### config.mk
export PLATFORM = sky130hd
export DESIGN_NAME = uart_tx_fifo
export DESIGN_NICKNAME = d
export VERILOG_FILES = /design/src/rtl/uart_pkg.sv /design/src/rtl/byte_fifo.sv /design/src/rtl/uart_tx_fifo.sv
export SDC_FILE = /design/constraint.sdc
export NUM_CORES = 1
export LEC_CHECK = 0
export CORE_MARGIN = 2
export CORE_UTILIZATION = 45
export CTS_BUF_LIST = sky130_fd_sc_hd__clkbuf_8
export CTS_CLUSTER_DIAMETER = 60
export DETAILED_ROUTE_END_ITERATION = 8
export HOLD_SLACK_MARGIN = 0.02
export SYNTH_ARGS = -nofsm -noshare
export SYNTH_HDL_FRONTEND = slang
export SYNTH_SLANG_ARGS = --single-unit
### constraint.sdc
create_clock -name clk_i -period 5.8 [get_ports clk_i]
set_input_delay 1.45 -clock clk_i [delete_from_list [all_inputs] [get_ports clk_i]]
set_output_delay 1.45 -clock clk_i [all_outputs]
set_load 0.02 [all_outputs]
### src/rtl/uart_pkg.sv
// Shared constants, FSM state type and bit-time helper for the UART transmit path.
package uart_pkg;

   localparam int BAUD       = 115200;
   localparam int FRAME_BITS = 10;

   typedef enum logic {
      IDLE = 1'b0,
      GAP  = 1'b1
   } state_t;

   function automatic int bit_cycles(input int freq);
      return freq / BAUD + 1;
   endfunction

endpackage

### src/rtl/byte_fifo.sv
// Byte FIFO with separate occupancy counter and a sticky overflow flag.
module byte_fifo #(
   parameter int DEPTH = 16
) (
   input  logic                       clk_i,
   input  logic                       rstn_i,
   input  logic                       push_i,
   input  logic [7:0]                 data_i,
   input  logic                       pop_i,
   output logic [7:0]                 head_o,
   output logic                       full_o,
   output logic                       empty_o,
   output logic [$clog2(DEPTH+1)-1:0] level_o,
   output logic                       overflow_o
);

   localparam int AW = $clog2(DEPTH);
   localparam int LW = $clog2(DEPTH+1);

   logic [7:0]    r_mem [DEPTH];
   logic [AW-1:0] r_wr_ptr;
   logic [AW-1:0] r_rd_ptr;
   logic [LW-1:0] r_count;
   logic          r_overflow;
   logic          w_push_ok;
   logic          w_pop_ok;

   // Full is judged on the registered count, so a pop cannot make room for a same-cycle push.
   assign full_o     = (r_count == LW'(DEPTH));
   assign empty_o    = (r_count == '0);
   assign level_o    = r_count;
   assign overflow_o = r_overflow;
   assign head_o     = r_mem[r_rd_ptr];
   assign w_push_ok  = push_i & ~full_o;
   assign w_pop_ok   = pop_i & ~empty_o;

   always_ff @(posedge clk_i) begin
      if (w_push_ok) r_mem[r_wr_ptr] <= data_i;
   end

   always_ff @(posedge clk_i or negedge rstn_i) begin
      if (!rstn_i) begin
         r_wr_ptr   <= '0;
         r_rd_ptr   <= '0;
         r_count    <= '0;
         r_overflow <= 1'b0;
      end else begin
         if (w_push_ok) r_wr_ptr <= r_wr_ptr + AW'(1);
         if (w_pop_ok)  r_rd_ptr <= r_rd_ptr + AW'(1);
         if (w_push_ok && !w_pop_ok)      r_count <= r_count + LW'(1);
         else if (!w_push_ok && w_pop_ok) r_count <= r_count - LW'(1);
         if (push_i && full_o) r_overflow <= 1'b1;
      end
   end

endmodule

### src/rtl/uart_tx_fifo.sv
// Buffers core bytes and strobes them to the UART transmitter one frame time apart.
// Optional UART_TX_FIFO_CRLF_EN inserts a 0x0D frame ahead of every 0x0A.
module uart_tx_fifo
   import uart_pkg::*;
#(
   parameter int FREQ  = 27000000,
   parameter int DEPTH = 16
) (
   input  logic                       clk_i,
   input  logic                       rstn_i,
   input  logic                       push_i,
   input  logic [7:0]                 data_i,
   output logic                       full_o,
   output logic                       empty_o,
   output logic [$clog2(DEPTH+1)-1:0] level_o,
   output logic                       overflow_o,
   output logic                       tx_write_o,
   output logic [7:0]                 tx_data_o,
   output state_t                     dbg_state_o
);

   localparam logic [23:0] GAP_LOAD = 24'(FRAME_BITS * bit_cycles(FREQ) - 1);

   state_t      r_state;
   state_t      w_next_state;
   logic [23:0] r_gap;
   logic        r_tx_write;
   logic [7:0]  r_tx_data;
   logic [7:0]  w_head;
   logic        w_fifo_empty;
   logic        w_fire;
   logic        w_pop;
   logic [7:0]  w_tx_byte;

   byte_fifo #(.DEPTH(DEPTH)) u_fifo (
      .clk_i      (clk_i),
      .rstn_i     (rstn_i),
      .push_i     (push_i),
      .data_i     (data_i),
      .pop_i      (w_pop),
      .head_o     (w_head),
      .full_o     (full_o),
      .empty_o    (w_fifo_empty),
      .level_o    (level_o),
      .overflow_o (overflow_o)
   );

   assign empty_o     = w_fifo_empty;
   assign tx_write_o  = r_tx_write;
   assign tx_data_o   = r_tx_data;
   assign dbg_state_o = r_state;

   always_ff @(posedge clk_i or negedge rstn_i) begin
      if (!rstn_i) r_state <= IDLE;
      else         r_state <= w_next_state;
   end

   // Leaving GAP as the count reaches 0 lets IDLE strobe exactly one frame after the previous strobe.
   always_comb begin
      w_next_state = r_state;
      case (r_state)
         IDLE: if (w_fire) w_next_state = GAP;
         GAP:  if (r_gap <= 24'd1) w_next_state = IDLE;
      endcase
   end

`ifdef UART_TX_FIFO_CRLF_EN
   logic r_cr_sent;

   always_comb begin
      w_fire    = (r_state == IDLE) && !w_fifo_empty;
      w_pop     = w_fire;
      w_tx_byte = w_head;
      if (w_fire && (w_head == 8'h0A) && !r_cr_sent) begin
         w_pop     = 1'b0;
         w_tx_byte = 8'h0D;
      end
   end

   always_ff @(posedge clk_i or negedge rstn_i) begin
      if (!rstn_i)     r_cr_sent <= 1'b0;
      else if (w_fire) r_cr_sent <= !w_pop;
   end
`else
   always_comb begin
      w_fire    = (r_state == IDLE) && !w_fifo_empty;
      w_pop     = w_fire;
      w_tx_byte = w_head;
   end
`endif

   always_ff @(posedge clk_i or negedge rstn_i) begin
      if (!rstn_i) begin
         r_gap      <= '0;
         r_tx_write <= 1'b0;
         r_tx_data  <= '0;
      end else begin
         r_tx_write <= w_fire;
         if (w_fire) begin
            r_tx_data <= w_tx_byte;
            r_gap     <= GAP_LOAD;
         end else if ((r_state == GAP) && (r_gap != '0)) begin
            r_gap <= r_gap - 24'd1;
         end
      end
   end

endmodule

==> results of run 1 <==
## layout make-up
class / count / area share, %
repair buffers: 31 / 3.59
clock buffers: 17 / 2.82
clock inverters: 15 / 2.22
well taps: 216 / 3.26
flip-flops and latches: 176 / 60.9
multi-input cells: 254 / 26.7
inverters: 10 / 0.453
## flip-flops by register name, indices dropped and copies added (netlist names)
signal / flops
u_fifo.r_mem: 128
r_gap: 24
tx_data_o: 8
u_fifo.level_o: 5
u_fifo.r_rd_ptr: 4
u_fifo.r_wr_ptr: 4
dbg_state_o: 1
tx_write_o: 1
u_fifo.overflow_o: 1
## Yosys cell counts, drive strengths merged (2+ instances only)
cell type	count	area, µm²
xor2	4	35.0
a21o	3	22.5
nor4	11	81.3
or4	8	63.8
inv	10	37.5
o21ai	13	65.1
xnor2	13	114
dfrtp	48	1200
clkbuf	17	63.8
nor3b	2	15.0
o41ai	2	25.0
ha	12	150
nand4	3	18.8
nand3b	2	15.0
o22ai	16	100
mux4	32	721
mux2i	3	30.0
buf	6	27.5
nor2	22	82.6
nand2	25	93.8
nand2b	7	43.8
o31ai	8	60.1
mux2	9	101
edfxtp	128	3840
or3	4	30.0
nor3	13	65.1
nand3	5	25.0
o311ai	2	25.0
a21oi	17	85.1
o211ai	6	45.0
## worst max-delay path by stage
| stage | from | slack, ns | cells past startpoint | end |
|---|---|---|---|---|
| global route | push_i | 1.85 | 10 | u_fifo.level_o[4]$_DFFE_PN0P_ |
| detailed placement | push_i | 1.53 | 4 | u_fifo.r_mem[3][0]$_DFFE_PP_ |
| finish | push_i | 2.03 | 10 | u_fifo.level_o[4]$_DFFE_PN0P_ |
| floorplan | push_i | 2.53 | 10 | u_fifo.level_o[4]$_DFFE_PN0P_ |
| CTS | push_i | 2.02 | 4 | u_fifo.r_mem[3][7]$_DFFE_PP_ |
| global placement | push_i | 1.62 | 10 | u_fifo.level_o[4]$_DFFE_PN0P_ |
## routing by layer
| metal | up-vias | GRT usage (%) | routed length, µm |
|---|---|---|---|
| met5 | - | 0 | 0 |
| met4 | 0 | 4.53 | 103 |
| met3 | 9 | 4.08 | 535 |
| met2 | 79 | 30.4 | 7620 |
| met1 | 2080 | 24.0 | 6570 |
| li1 | 1879 | - | - |
## critical path, cell delays in order
cell and delay, ns:
clkdlybuf4s50_1 0.47, nor2b_1 0.67, ha_1 0.31, inv_1 0.11
fa_1 0.41, a21o_1 0.18, a21oi_1 0.19, xnor2_1 0.14
nor2_1 0.06, xnor2_1 0.12
## cells by family after synthesis
| family | count (synthesis) | share of synthesized area (%) |
|---|---|---|
| multiplexers | 44 | 11.5 |
| AND/OR/NAND/NOR | 108 | 7.82 |
| XOR/XNOR | 17 | 2.01 |
| AO/OA/AOI/OAI | 72 | 6.32 |
| buffers and inverters | 33 | 1.74 |
| adder cells (fa/ha/maj) | 13 | 2.30 |
| flip-flops | 176 | 68.3 |
## placed cells by master, fill, tap and decap left out, types with 3 or more instances in the layout
master           Yosys  final
nor3_1              13     13
ha_1                12     12
nand2_1             25     25
nor2_1              22     22
inv_8                0      4
o31ai_1              8      8
clkinv_8             0      3
clkbuf_8             0     17
a21o_1               3      3
clkdlybuf4s50_1      0     27
inv_1               10     10
mux4_2              32     32
nand3_1              5      5
mux2i_1              3      3
xnor2_1             13     13
xor2_1               4      4
o21ai_0             11     11
nand4_1              3      3
edfxtp_1           128    128
or3_1                3      3
o22ai_1             16     16
nor4_1               9      9
or4_1                7      7
o211ai_1             6      6
buf_4                0      3
a21oi_1             17     17
inv_6                0      5
nand2b_1             7      7
mux2_2               9      9
dfrtp_1             48     47
## power groups by stage
| stage | Sequential [mW] | Clock, mW | Combinational [mW] |
|---|---|---|---|
| 6_report | 1.69 | 0.872 | 0.666 |
| 4_1_cts | 1.69 | 0.892 | 0.679 |
| 3_3_place_gp | 1.71 | 0 | 0.656 |
| 5_1_grt | 1.72 | 0.947 | 0.738 |
| 3_5_place_dp | 1.72 | 0 | 0.678 |
| 2_1_floorplan | 1.69 | 0 | 0.457 |
==> impl_metrics.tcl, run 1 <==
set metrics [dict create \
    outcome "completed" \
    cts_setup_buffers 0 \
    drt_iter0_markers 271 \
    die_y_um 132 \
    antenna_found_initial 0 \
    cap_violations 0 \
    diodes 0 \
    synth_edf_count 128 \
    drc 0 \
    cts_htree_levels 4 \
    synth_nets 487 \
    finalCoreUtilization_pct 52.0 \
    viasPerCell 5.63 \
    end_kind "flip-flop" \
    grt_pass1_vias 4184 \
    fin_skew_ns 0.0112 \
    worst_pin_slew_ns 1.16 \
    grt_max_degree 49 \
    critPathArrivalTime_ns 4.11 \
    ys_types 49 \
    finalSetupTns_ns 0 \
    wl_per_cell_um 20.6 \
    p_int_mw 2.21 \
    io_pins 29 \
    p_leak_nw 2.78 \
    core_area_mm2 0.0159 \
    final_area_mm2 0.00829 \
    place_area_mm2 0.00787 \
    port_buffers 28 \
    startpoint_type "input pin" \
    grt_setup_unrepaired "false" \
    synth_top_flop_cell "edfxtp_1" \
    die-area_mm2 0.0175 \
    synth_area_per_cell_um2 16.0 \
    clk_pin_slew_ns 0.09 \
    fin_ws_ns 2.03 \
    ir_worst_vdd_mv 0.205 \
    grt_first_pass_wirelength_um 23700 \
    p_total_mw 3.23 \
    cts_tree "done" \
    whs_ns 0.465 \
    vias 4047 \
    cts_buffers 17 \
    synthCells 463 \
    yosysWarningCount 0 \
    num_rows 46 \
    reg2reg_slack_ns 2.72 \
    fmax_mhz 265 \
    gp_routability_congestion 0.811 \
    areaGrowthSynthToFinish_pct 12.1 \
    synthArstFlopShare_pct 27.3 \
    nets 514 \
    worstPathMaxFanout 9 \
    pwr_density_cell_mw_per_mm2 390 \
    power_frac_comb_pct 20.6 \
    p_sw_share_pct 31.6 \
    final_cell_count_no_fill 719 \
    clk_latency_ns 0.45 \
    syn-cell-area_mm2 0.00739 \
    period_minus_slack_ns 3.77 \
    min_to "u_fifo.overflow_o$_DFFE_PN0P_" \
    p_seq_share_pct 52.4 \
    yosysSeqAreaShare_pct 68.3 \
    ant_nets 0 \
    start_util_pct 46.4 \
    r2r-end "u_fifo.level_o[4]$_DFFE_PN0P_" \
    hold_viol_final 0 \
    cts_resized 0 \
    place_inst 687 \
    cts_sinks 176 \
    hold_start "u_fifo.overflow_o$_DFFE_PN0P_" \
    pre_cts_slack_ns 1.53 \
    drt_first_pass_iters 4 \
    nFillCells 1328 \
    power.share.clock_pct 27.0 \
    hold_class "reg -> reg" \
    die_w_um 132 \
    netSwitchingPower_mw 1.02 \
    grt_use_total_pct 18.1 \
    root_buffer "clkbuf_8" \
    rr_worst_depth 11 \
    final-seq-area_mm2 0.00505 \
    drive_gt1_share_pct 17.1 \
    cts_hold_buf 0 \
    wirelength_um 14800 \
    multi_input_area_mm2 0.00222 \
    overflow 0 \
    clockBufferDepth 2 \
    synth-seq-cells 176 \
    min_path_cells 1 \
    setup_viol 0 \
    required_ns 6.14 \
    reg2reg_from "u_fifo.level_o[1]$_DFFE_PN0P_" \
    crit_type "in -> reg" \
    hpwl_um 9600 \
    finalCritPeriodShare_pct 65.0 \
    drv_slew 0 \
    relSlewSlack_pct 22.1 \
]
(Power assumes the default switching activity.)
==> run 2, diff against run 1 <==
==> constraint.sdc (replaced) <==
create_clock -name clk_i -period 3.3 [get_ports clk_i]
set_input_delay 0.825 -clock clk_i [delete_from_list [all_inputs] [get_ports clk_i]]
set_output_delay 0.825 -clock clk_i [all_outputs]
set_load 0.02 [all_outputs]
==> impl_metrics.tcl, run 2 (synthesis gave the netlist of run 1 again) <==
set metrics [dict create \
    die-area_mm2 0.0175 \
    root_buffer "clkbuf_8" \
    critPathArrivalTime_ns 2.22 \
    period_minus_slack_ns 3.04 \
    die_w_um 132 \
    setup_viol 0 \
    final_common_cell "edfxtp_1" \
    final_cell_mix "edfxtp_1, dfrtp_1, mux4_2, buf_4, clkdlybuf4s50_1" \
    overflow 0 \
    finalCritPeriodShare_pct 92.2 \
    finalSetupTns_ns 0 \
    grt_pass1_vias 4297 \
    num_rows 46 \
    reg2reg_slack_ns 0.62 \
    startpoint_type "flip-flop" \
    cts_buffers 17 \
    required_ns 2.47 \
    antenna_found_initial 0 \
    clockBufferDepth 2 \
    cts_htree_levels 4 \
    final_cell_count_no_fill 745 \
    cts_resized 0 \
    place_area_mm2 0.00806 \
    r2r-end "u_fifo.level_o[4]$_DFFE_PN0P_" \
    diodes 0 \
    drt_iter0_markers 244 \
    p_leak_nw 2.90 \
    ir_worst_vdd_mv 0.305 \
    gp_routability_congestion 0.769 \
    outcome "completed" \
    cap_violations 0 \
    cts_sinks 176 \
    cts_hold_buf 0 \
    end_kind "primary output" \
    pwr_density_cell_mw_per_mm2 659 \
    hpwl_um 10000 \
    fin_skew_ns 0.0127 \
    drive_gt1_share_pct 20.6 \
    vias 4199 \
    grt_setup_unrepaired "false" \
    clk_latency_ns 0.46 \
    drt_first_pass_iters 6 \
    final_area_mm2 0.00842 \
    worstPathMaxFanout 6 \
    start_util_pct 46.4 \
    ant_nets 0 \
    hold_viol_final 0 \
    worst_pin_slew_ns 0.932 \
    top_register "u_fifo.r_mem" \
    clk_pin_slew_ns 0.09 \
    io_pins 29 \
    viasPerCell 5.64 \
    grt_max_degree 31 \
    wirelength_um 15000 \
    reg2reg_from "u_fifo.level_o[0]$_DFFE_PN0P_" \
    largest_reg_flops 128 \
    drc 0 \
    fin_ws_ns 0.257 \
    core_area_mm2 0.0159 \
    grt_use_total_pct 18.1 \
    whs_ns 0.403 \
    place_inst 713 \
    cts_setup_buffers 0 \
    fmax_mhz 329 \
    crit_type "reg -> out" \
    cts_tree "done" \
    pre_cts_slack_ns 0.291 \
    areaGrowthSynthToFinish_pct 13.9 \
    grt_first_pass_wirelength_um 23700 \
    p_total_mw 5.55 \
    hold_class "in -> async" \
    port_buffers 28 \
    nets 540 \
    relSlewSlack_pct 37.8 \
    rr_worst_depth 11 \
    die_y_um 132 \
    finalCoreUtilization_pct 52.8 \
    drv_slew 0 \
    wl_per_cell_um 20.1 \
]
[run 2: critical path: stages, from the launching register on]
cell and delay, ns:
dfrtp_1 0.45, nor4_1 0.39, nand2_1 0.21, inv_1 0.11, clkdlybuf4s50_1 0.61
[run 2: worst max path at each step]
stage | slack, ns | end | cells after the start | start
after floorplan | 0.49 | u_fifo.level_o[4]$_DFFE_PN0P_ | 12 | u_fifo.level_o[0]$_DFFE_PN0P_
after global placement | 0.28 | u_fifo.level_o[4]$_DFFE_PN0P_ | 10 | push_i
after detailed placement | 0.29 | u_fifo.level_o[4]$_DFFE_PN0P_ | 10 | push_i
after CTS | 0.20 | empty_o | 4 | u_fifo.level_o[0]$_DFFE_PN0P_
after global routing | 0.05 | empty_o | 4 | u_fifo.level_o[0]$_DFFE_PN0P_
final | 0.26 | empty_o | 4 | u_fifo.level_o[0]$_DFFE_PN0P_
[run 2: cell type report]
cell class	instances	area (µm²)
fill	1301	7520
sequential	176	5050
multi-input combinational	254	2220
clock inverter	15	121
inverter	10	37.5
tap	216	270
timing repair buffer	57	493
clock buffer	17	234
[run 2: power breakdown]
part | switching, mW | leakage [nW] | internal [mW] | total, mW
Combinational | 0.624 | 0.962 | 0.576 | 1.20
Sequential | 0.287 | 1.75 | 2.70 | 2.99
Clock | 0.770 | 0.190 | 0.592 | 1.36
Total | 1.68 | 2.90 | 3.87 | 5.55
[run 2: per-layer routing]
| metal | share of wire, % | global-route usage, % | wire length [µm] | vias to the layer above |
|---|---|---|---|---|
| li1 | - | - | - | 1921 |
| met3 | 3.6 | 3.77 | 539 | 20 |
| met5 | 0 | 0 | 0 | - |
| met4 | 1.6 | 5.98 | 241 | 0 |
| met2 | 52 | 31.2 | 7810 | 77 |
| met1 | 43 | 23.0 | 6380 | 2181 |
==> run 3, diff against run 2 <==
--- a/config.mk
+++ b/config.mk
@@ -11,6 +11,8 @@
 export CTS_CLUSTER_DIAMETER = 60
 export DETAILED_ROUTE_END_ITERATION = 8
 export HOLD_SLACK_MARGIN = 0.02
+export PLACE_DENSITY = 0.7
 export SYNTH_ARGS = -nofsm -noshare
 export SYNTH_HDL_FRONTEND = slang
 export SYNTH_SLANG_ARGS = --single-unit
+export TNS_END_PERCENT = 1
==> impl_metrics.tcl, run 3 (synthesis gave the netlist of run 1 again) <==
set metrics [dict create \
    crit_slowest_cell "clkdlybuf4s50_1" \
    viasPerCell 5.75 \
    wirelength_um 14900 \
    fmax_mhz 330 \
    grt_first_pass_wirelength_um 23800 \
    final_cell_mix "edfxtp_1, dfrtp_1, mux4_2, clkdlybuf4s50_1, nand2_1" \
    period_minus_slack_ns 3.03 \
    drt_iter0_markers 371 \
    wl_per_cell_um 20.2 \
    worstPathMaxFanout 6 \
    drive_gt1_share_pct 20.2 \
    antenna_found_initial 0 \
    vias 4254 \
    cap_violations 0 \
    setup_viol 0 \
    areaGrowthSynthToFinish_pct 14.8 \
    place_inst 708 \
    hold_viol_final 0 \
    crit_type "reg -> out" \
    cts_tree "done" \
    end_kind "primary output" \
    drc 0 \
    p_leak_nw 2.91 \
    critPathArrivalTime_ns 2.20 \
    hold_class "in -> async" \
    final_common_cell "edfxtp_1" \
    hpwl_um 9560 \
    cts_htree_levels 4 \
    cts_setup_buffers 0 \
    cts_resized 0 \
    io_pins 29 \
    outcome "completed" \
    largest_reg_flops 128 \
    die-area_mm2 0.0175 \
    die_y_um 132 \
    num_rows 46 \
    fin_skew_ns 0.00848 \
    pwr_density_cell_mw_per_mm2 692 \
    startpoint_type "flip-flop" \
    start_util_pct 46.4 \
    drv_slew 0 \
    worst_pin_slew_ns 0.829 \
    critPathMaxStageDelay_ns 0.60 \
    diodes 0 \
    place_area_mm2 0.00804 \
    ir_worst_vdd_mv 0.515 \
    nets 535 \
    finalCritPeriodShare_pct 91.8 \
    core_area_mm2 0.0159 \
    grt_max_degree 36 \
    relSlewSlack_pct 44.3 \
    pre_cts_slack_ns 0.249 \
    overflow 0 \
    clockBufferDepth 2 \
    rr_worst_depth 11 \
    grt_setup_unrepaired "false" \
    clk_latency_ns 0.46 \
    ant_nets 0 \
    grt_pass1_vias 4412 \
    drt_first_pass_iters 7 \
    root_buffer "clkbuf_8" \
    clk_pin_slew_ns 0.09 \
    top_register "u_fifo.r_mem" \
    finalSetupTns_ns 0 \
    cts_hold_buf 0 \
    port_buffers 28 \
    fin_ws_ns 0.272 \
    crit_chain "nor4_1 -> nand2_1 -> inv_1 -> clkdlybuf4s50_1" \
    cts_buffers 17 \
    final_cell_count_no_fill 740 \
    die_w_um 132 \
    final_area_mm2 0.00849 \
    required_ns 2.47 \
    cts_sinks 176 \
    grt_use_total_pct 18.1 \
    gp_routability_congestion 0.850 \
]
run 3: cell types whose count changed in the layout (fill, tap and decap cells not counted), sizes merged:
cell / delta
buf: -5
bufinv: +3
clkbuf: +1
clkinv: -4
run 3: routing by layer:
layer	track usage, %	wire length, µm	vias up
li1	-	-	1918
met1	23.3	6150	2159
met2	30.0	7640	154
met3	4.08	868	23
met4	7.43	264	0
met5	0	0	-
run 3: area by class of cell:
type / count / area (µm²)
Clock inverter: 14 / 200
Multi-Input combinational cell: 254 / 2220
Tap cell: 216 / 270
Fill cell: 1291 / 7460
Sequential cell: 176 / 5050
Clock buffer: 18 / 248
Timing Repair Buffer: 52 / 468
Inverter: 10 / 37.5
run 3: through the flow:
step / utilization (%) / power (mW) / hold WS, ns
2_1_floorplan: - / 3.77 / 0.464
3_3_place_gp: 50.4 / 4.18 / 0.443
3_5_place_dp: 50.4 / 4.25 / 0.448
4_1_cts: 53.2 / 5.92 / 0.402
5_1_grt: 53.2 / 6.17 / 0.431
6_report: 53.2 / 5.87 / 0.408
run 3: critical path: cells and delay by family (launching register included):
kind                   cells  cell delay, ns
DFF                        1            0.44
buffers and inverters      2            0.72
and+or+nand+nor            2            0.57
run 3: worst paths after layout:
check / startpoint / end / slack, ns
setup / recovery: u_fifo.level_o[1]$_DFFE_PN0P_ / empty_o / 0.27
hold / removal: rstn_i / r_gap[4]$_DFFE_PN0P_ / 0.41
setup reg to reg: u_fifo.level_o[1]$_DFFE_PN0P_ / u_fifo.level_o[4]$_DFFE_PN0P_ / 0.67
hold reg to reg: u_fifo.overflow_o$_DFFE_PN0P_ / u_fifo.overflow_o$_DFFE_PN0P_ / 0.47
max in group asynchronous: rstn_i / tx_write_o$_DFF_PN0_ / 2.15
min in group clk_i: u_fifo.overflow_o$_DFFE_PN0P_ / u_fifo.overflow_o$_DFFE_PN0P_ / 0.47
run 3: power breakdown:
group          switching [mW]  leakage (nW)  internal [mW]  total [mW]
clock                   0.803         0.224          0.858        1.66
combinational           0.652         0.939          0.578        1.23
sequential              0.283          1.75           2.70        2.98
